--- config.mk ---
export PLATFORM = sky130hd
export DESIGN_NAME = fsm
export DESIGN_NICKNAME = d
export VERILOG_FILES = /design/src/rtl/fsm.sv
export SDC_FILE = /design/constraint.sdc
export NUM_CORES = 1
export LEC_CHECK = 0
export CAP_MARGIN = 30
export CORE_MARGIN = 1
export CORE_UTILIZATION = 49
export CTS_CLUSTER_SIZE = 12
export DETAILED_ROUTE_END_ITERATION = 6
export GPL_TIMING_DRIVEN = 1
export PLACE_DENSITY = 0.68
export SETUP_SLACK_MARGIN = 0.1
export SYNTH_ARGS = -nofsm -noshare
export SYNTH_HDL_FRONTEND = slang
export SYNTH_SLANG_ARGS = --single-unit
--- constraint.sdc ---
create_clock -name clk -period 10.99 [get_ports clk]
set_clock_uncertainty 0.05 [all_clocks]
set_input_delay 1.6485 -clock clk [delete_from_list [all_inputs] [get_ports clk]]
set_output_delay 1.6485 -clock clk [all_outputs]
set_load 0.01 [all_outputs]
--- src/rtl/fsm.sv ---
// Control block for the 8x8 toroidal Game of Life core: grid, free-running LFSR,
// run/random control FSM and the registered HDMI frame.
module fsm (
  input  logic        clk,
  input  logic        resetG,
  input  logic        resetL,
  input  logic        run,
  input  logic        rundom,
  input  logic        display,
  input  logic [63:0] seed,
  output logic [63:0] hdmi
);

  typedef enum logic [1:0] {
    StIdle,
    StRun,
    StRand
  } state_e;

  state_e      state_q, state_d;
  logic [63:0] grid_q, grid_d;
  logic [63:0] lfsr_q, lfsr_d;
  logic [63:0] hdmi_q, hdmi_d;
  logic [63:0] life_next;
  logic        lfsr_fb;

  // One generation of the toroidal grid; neighbour indices wrap mod 8 in both axes.
  for (genvar r = 0; r < 8; r++) begin : g_row
    for (genvar c = 0; c < 8; c++) begin : g_col
      localparam int Rm = (r + 7) % 8;
      localparam int Rp = (r + 1) % 8;
      localparam int Cm = (c + 7) % 8;
      localparam int Cp = (c + 1) % 8;
      logic [3:0] n;
      assign n = 4'(grid_q[Rm*8+Cm]) + 4'(grid_q[Rm*8+c]) + 4'(grid_q[Rm*8+Cp])
               + 4'(grid_q[r*8+Cm])                        + 4'(grid_q[r*8+Cp])
               + 4'(grid_q[Rp*8+Cm]) + 4'(grid_q[Rp*8+c]) + 4'(grid_q[Rp*8+Cp]);
      assign life_next[r*8+c] = (n == 4'd3) | (grid_q[r*8+c] & (n == 4'd2));
    end
  end

  assign lfsr_fb = lfsr_q[63] ^ lfsr_q[62] ^ lfsr_q[60] ^ lfsr_q[59];

  always_comb begin
    state_d = state_q;
    unique case (state_q)
      StIdle: begin
        if (rundom)   state_d = StRand;
        else if (run) state_d = StRun;
      end
      StRun: begin
        if (rundom)    state_d = StRand;
        else if (!run) state_d = StIdle;
      end
      StRand: begin
        if (!rundom) state_d = run ? StRun : StIdle;
      end
      default: state_d = StIdle;
    endcase
    if (resetL) state_d = StIdle;
  end

  always_comb begin
    grid_d = grid_q;
    lfsr_d = {lfsr_q[62:0], lfsr_fb};
    hdmi_d = display ? lfsr_q : grid_q;
    unique case (state_q)
      StRun:   grid_d = life_next;
      StRand:  grid_d = lfsr_q;
      default: grid_d = grid_q;
    endcase
    // Seed load overrides the grid/LFSR update but leaves the frame path alone.
    if (resetL) begin
      grid_d = seed;
      lfsr_d = seed;
    end
  end

  always_ff @(posedge clk or negedge resetG) begin
    if (!resetG) begin
      state_q <= StIdle;
      grid_q  <= 64'h0;
      lfsr_q  <= 64'h1;
      hdmi_q  <= 64'h0;
    end else begin
      state_q <= state_d;
      grid_q  <= grid_d;
      lfsr_q  <= lfsr_d;
      hdmi_q  <= hdmi_d;
    end
  end

  assign hdmi = hdmi_q;

endmodule

==> impl_results.md <==
* Critical path class: flip-flop to flip-flop
* Cell with the most instances on the worst path: fa_1
* Worst Setup End Kind: flip-flop
* Vias at 13600
* Clock slew seen by the registers of the worst setup and hold paths at 70 ps
* FF-to-FF path depth at 10
* Combinational family with the most area after synthesis: adder cells
* Fmax at 0.253 GHz
* GRT overflow at 0
* Final Net Count at 2393
* DR iter-0 viols at 886
* Routability-driven placement congestion ratio at 0.847
* Vias per cell at 5.75
* CTS root buffer: clkbuf_16
* Synth Register Bits at 194
* Worst hold path class: flip-flop to flip-flop
* Outcome: finished, final reports clean
* Critical path cell sequence: inv_1, fa_1, fa_1, fa_1, inv_1, ha_1, fa_1, o221ai_1, a211o_1, a32oi_1
* Largest net degree at the start of global routing at 73
* Cells after Synth at 1772
* Setup TNS at 0 ps
* Die Y at 195 µm
* Final Hold Viols at 0
* Fin util at 0.561
* Post-synthesis cell area at 0.0182 mm²
* Initial Util at 0.497
* CTS Buf Count at 17
* Worst Max-Slew Pin Slew at 1020 ps
* Netlist cell types at 36
* Relative slew slack at 0.317
* Area delta synth->final at 12.8%
* Max Cap Viol at 0
* Post-layout min period at 3950 ps
* Aggregate routed wire length at 48400 µm
* Compound-Gate Fraction of Synth Area at 0.151
* PortBufs at 133
* Die Wd at 195 µm
* Vias in the first global route at 14500
* Final worst-path cycle share at 0.360
* Crit path max fanout at 9
* Worst path arrival time at 4290 ps
* Routed len/inst at 20.5 µm
* Post-synth EDFFs at 0
* Ys flop type: dfrtp_1
* Clock Path Buffers at 2
* Gr usage total at 0.270
* Synth warn at 0
* TritonCTS clock tree: yes
* Min-Delay Path Depth at 2
* Ys async rst share at 1.00
* # IOs at 134
* Setup bufs post-CTS at 0
* Synthesized Nets at 2289
* Max-slew violation count at 0
* First-pass GRT wire length at 78500 µm
* Avg Inst Size Synth at 10.3 µm²
* Post-synthesis adder-cell area fraction at 0.413
* Sequential cell area fraction in the yosys report at 0.267
* H-Tree Level Count at 4
* Crit path max-delay cell type: fa_1
* Clock Sinks at 194
* Final-layout fill cell count at 3163
* RSZ-0062 raised after global routing: false
* Worst Setup Start Kind: flip-flop
* Share of layout cells above drive strength 1 at 0.0296
* Synth Area in Simple Gates at 0.0680
* Xor-xnor portion of the synthesized cell area at 0.00145
* Pre-Repair DR Iteration Count at 7
* Initial antenna violation count at 0
* Mux cell area share after synthesis at 0.00372
* Post-route ant nets at 0
* DRC Markers at 0
* Max stage delay on crit path at 560 ps
* Post-CTS Hold Buffers at 0
* Diode count at 0
* Post-CTS Resized at 0
* Setup violations, final at 0
* Row count at 70
* Dpl hpwl at 34400 µm
* Core area at 0.0365 mm²
* Clk_lat worst skew at 470 ps
* Die footprint at 0.0379 mm²
* WP data required at 11320 ps
## placed cells by master, fill, tap and decap left out, types with 2 or more instances in the layout
master,Yosys,layout
nor2_4,1,2
nor2b_1,7,7
mux2_2,6,6
nor3_1,11,11
nand2_1,123,123
xnor2_1,3,3
ha_1,192,192
and3_1,13,13
o2111ai_1,26,26
nand2b_1,7,5
a22oi_1,6,6
o221ai_1,21,21
nor2_1,17,16
inv_6,0,6
o22ai_1,31,31
inv_1,396,396
o21ai_1,9,9
dfrtp_1,193,193
clkbuf_8,0,2
a21o_1,5,5
and2_0,31,31
and3b_1,2,2
o211ai_1,2,2
clkinv_2,0,4
a32oi_1,57,57
o21ai_0,203,203
a21oi_1,21,21
buf_4,5,10
a211o_1,41,41
fa_1,255,255
nand3b_1,31,31
clkdlybuf4s50_1,0,130
clkbuf_16,0,17
## cells by family after synthesis
family	after synthesis
AO/OA/AOI/OAI	423
adder cells (fa/ha/maj)	447
AND/OR/NAND/NOR	246
flip-flops	194
XOR/XNOR	3
buffers and inverters	453
multiplexers	6
## worst max-delay path: cells and delay by family (launching register included)
kind	cells	cell delay (ps)
flip-flops	1	450
adder cells (fa/ha/maj)	5	2210
AO/OA/AOI/OAI	3	610
buffers and inverters	2	550
## worst paths after layout
check / startpoint / end / slack [ps]
worst max-delay path: grid_q[29] / grid_q[30] / 7040
worst min-delay path: lfsr_q[52] / hdmi[52] / 430
worst max register to register: grid_q[29] / grid_q[30] / 7040
worst min register to register: lfsr_q[52] / hdmi[52] / 430
max in group asynchronous: resetG / lfsr_q[0] / 7790
min in group asynchronous: resetG / hdmi[26] / 1100
## registers in the layout, indices dropped and copies added, names as in the netlist
register / flops
hdmi: 64
state_q: 2
grid_q: 64
lfsr_q: 64
## stage by stage
| stage | std cells | hold slack [ps] | setup slack, ps | area (µm²) |
|---|---|---|---|---|
| 3_5_place_dp | 2324 | 421 | 6890 | 19900 |
| 5_1_grt | 2357 | 481 | 6870 | 20500 |
| 3_3_place_gp | 2324 | 418 | 6940 | 19900 |
| 2_1_floorplan | 1772 | 400 | 7520 | 18200 |
| 6_report | 2357 | 435 | 7040 | 20500 |
| 4_1_cts | 2356 | 438 | 7050 | 20500 |
## per-layer routing
metal,vias up,routed length (µm),global-route usage
met5,-,0,0
met4,0,1350,0.0985
met3,91,2620,0.0415
met2,429,23600,0.450
met1,6942,20800,0.357
li1,6091,-,-
## synth_stat cells (all sizes together), types with 2 or more instances
cell type	instances	area, µm²
inv	396	1490
fa	255	5100
o21ai	212	1060
dfrtp	193	4830
ha	192	2400
nand2	123	462
a32oi	57	499
a211o	41	359
clkbuf	33	124
and2	32	200
nand3b	31	233
o22ai	31	194
o2111ai	26	228
buf	24	130
a21oi	21	105
o221ai	21	184
nor2	18	75.1
and3	13	81.3
nor3	12	71.3
nor2b	8	52.6
nand2b	7	43.8
a22oi	6	45.0
mux2	6	67.6
a21o	5	37.5
xnor2	3	26.3
and3b	2	17.5
o211ai	2	15.0
## final cells by class
cell class	count	area (µm²)	share of cell area
Sequential cell	194	4860	0.237
Clock buffer	19	443	0.0216
Multi-Input combinational cell	1125	11600	0.565
Clock inverter	13	123	0.00598
Tap cell	468	586	0.0286
Inverter	396	1490	0.0725
Timing Repair Buffer	142	1420	0.0691
Power is left out: the tool's default activity adds up to more than one toggle a clock period on the data nets, which glitch-free logic cannot reach.
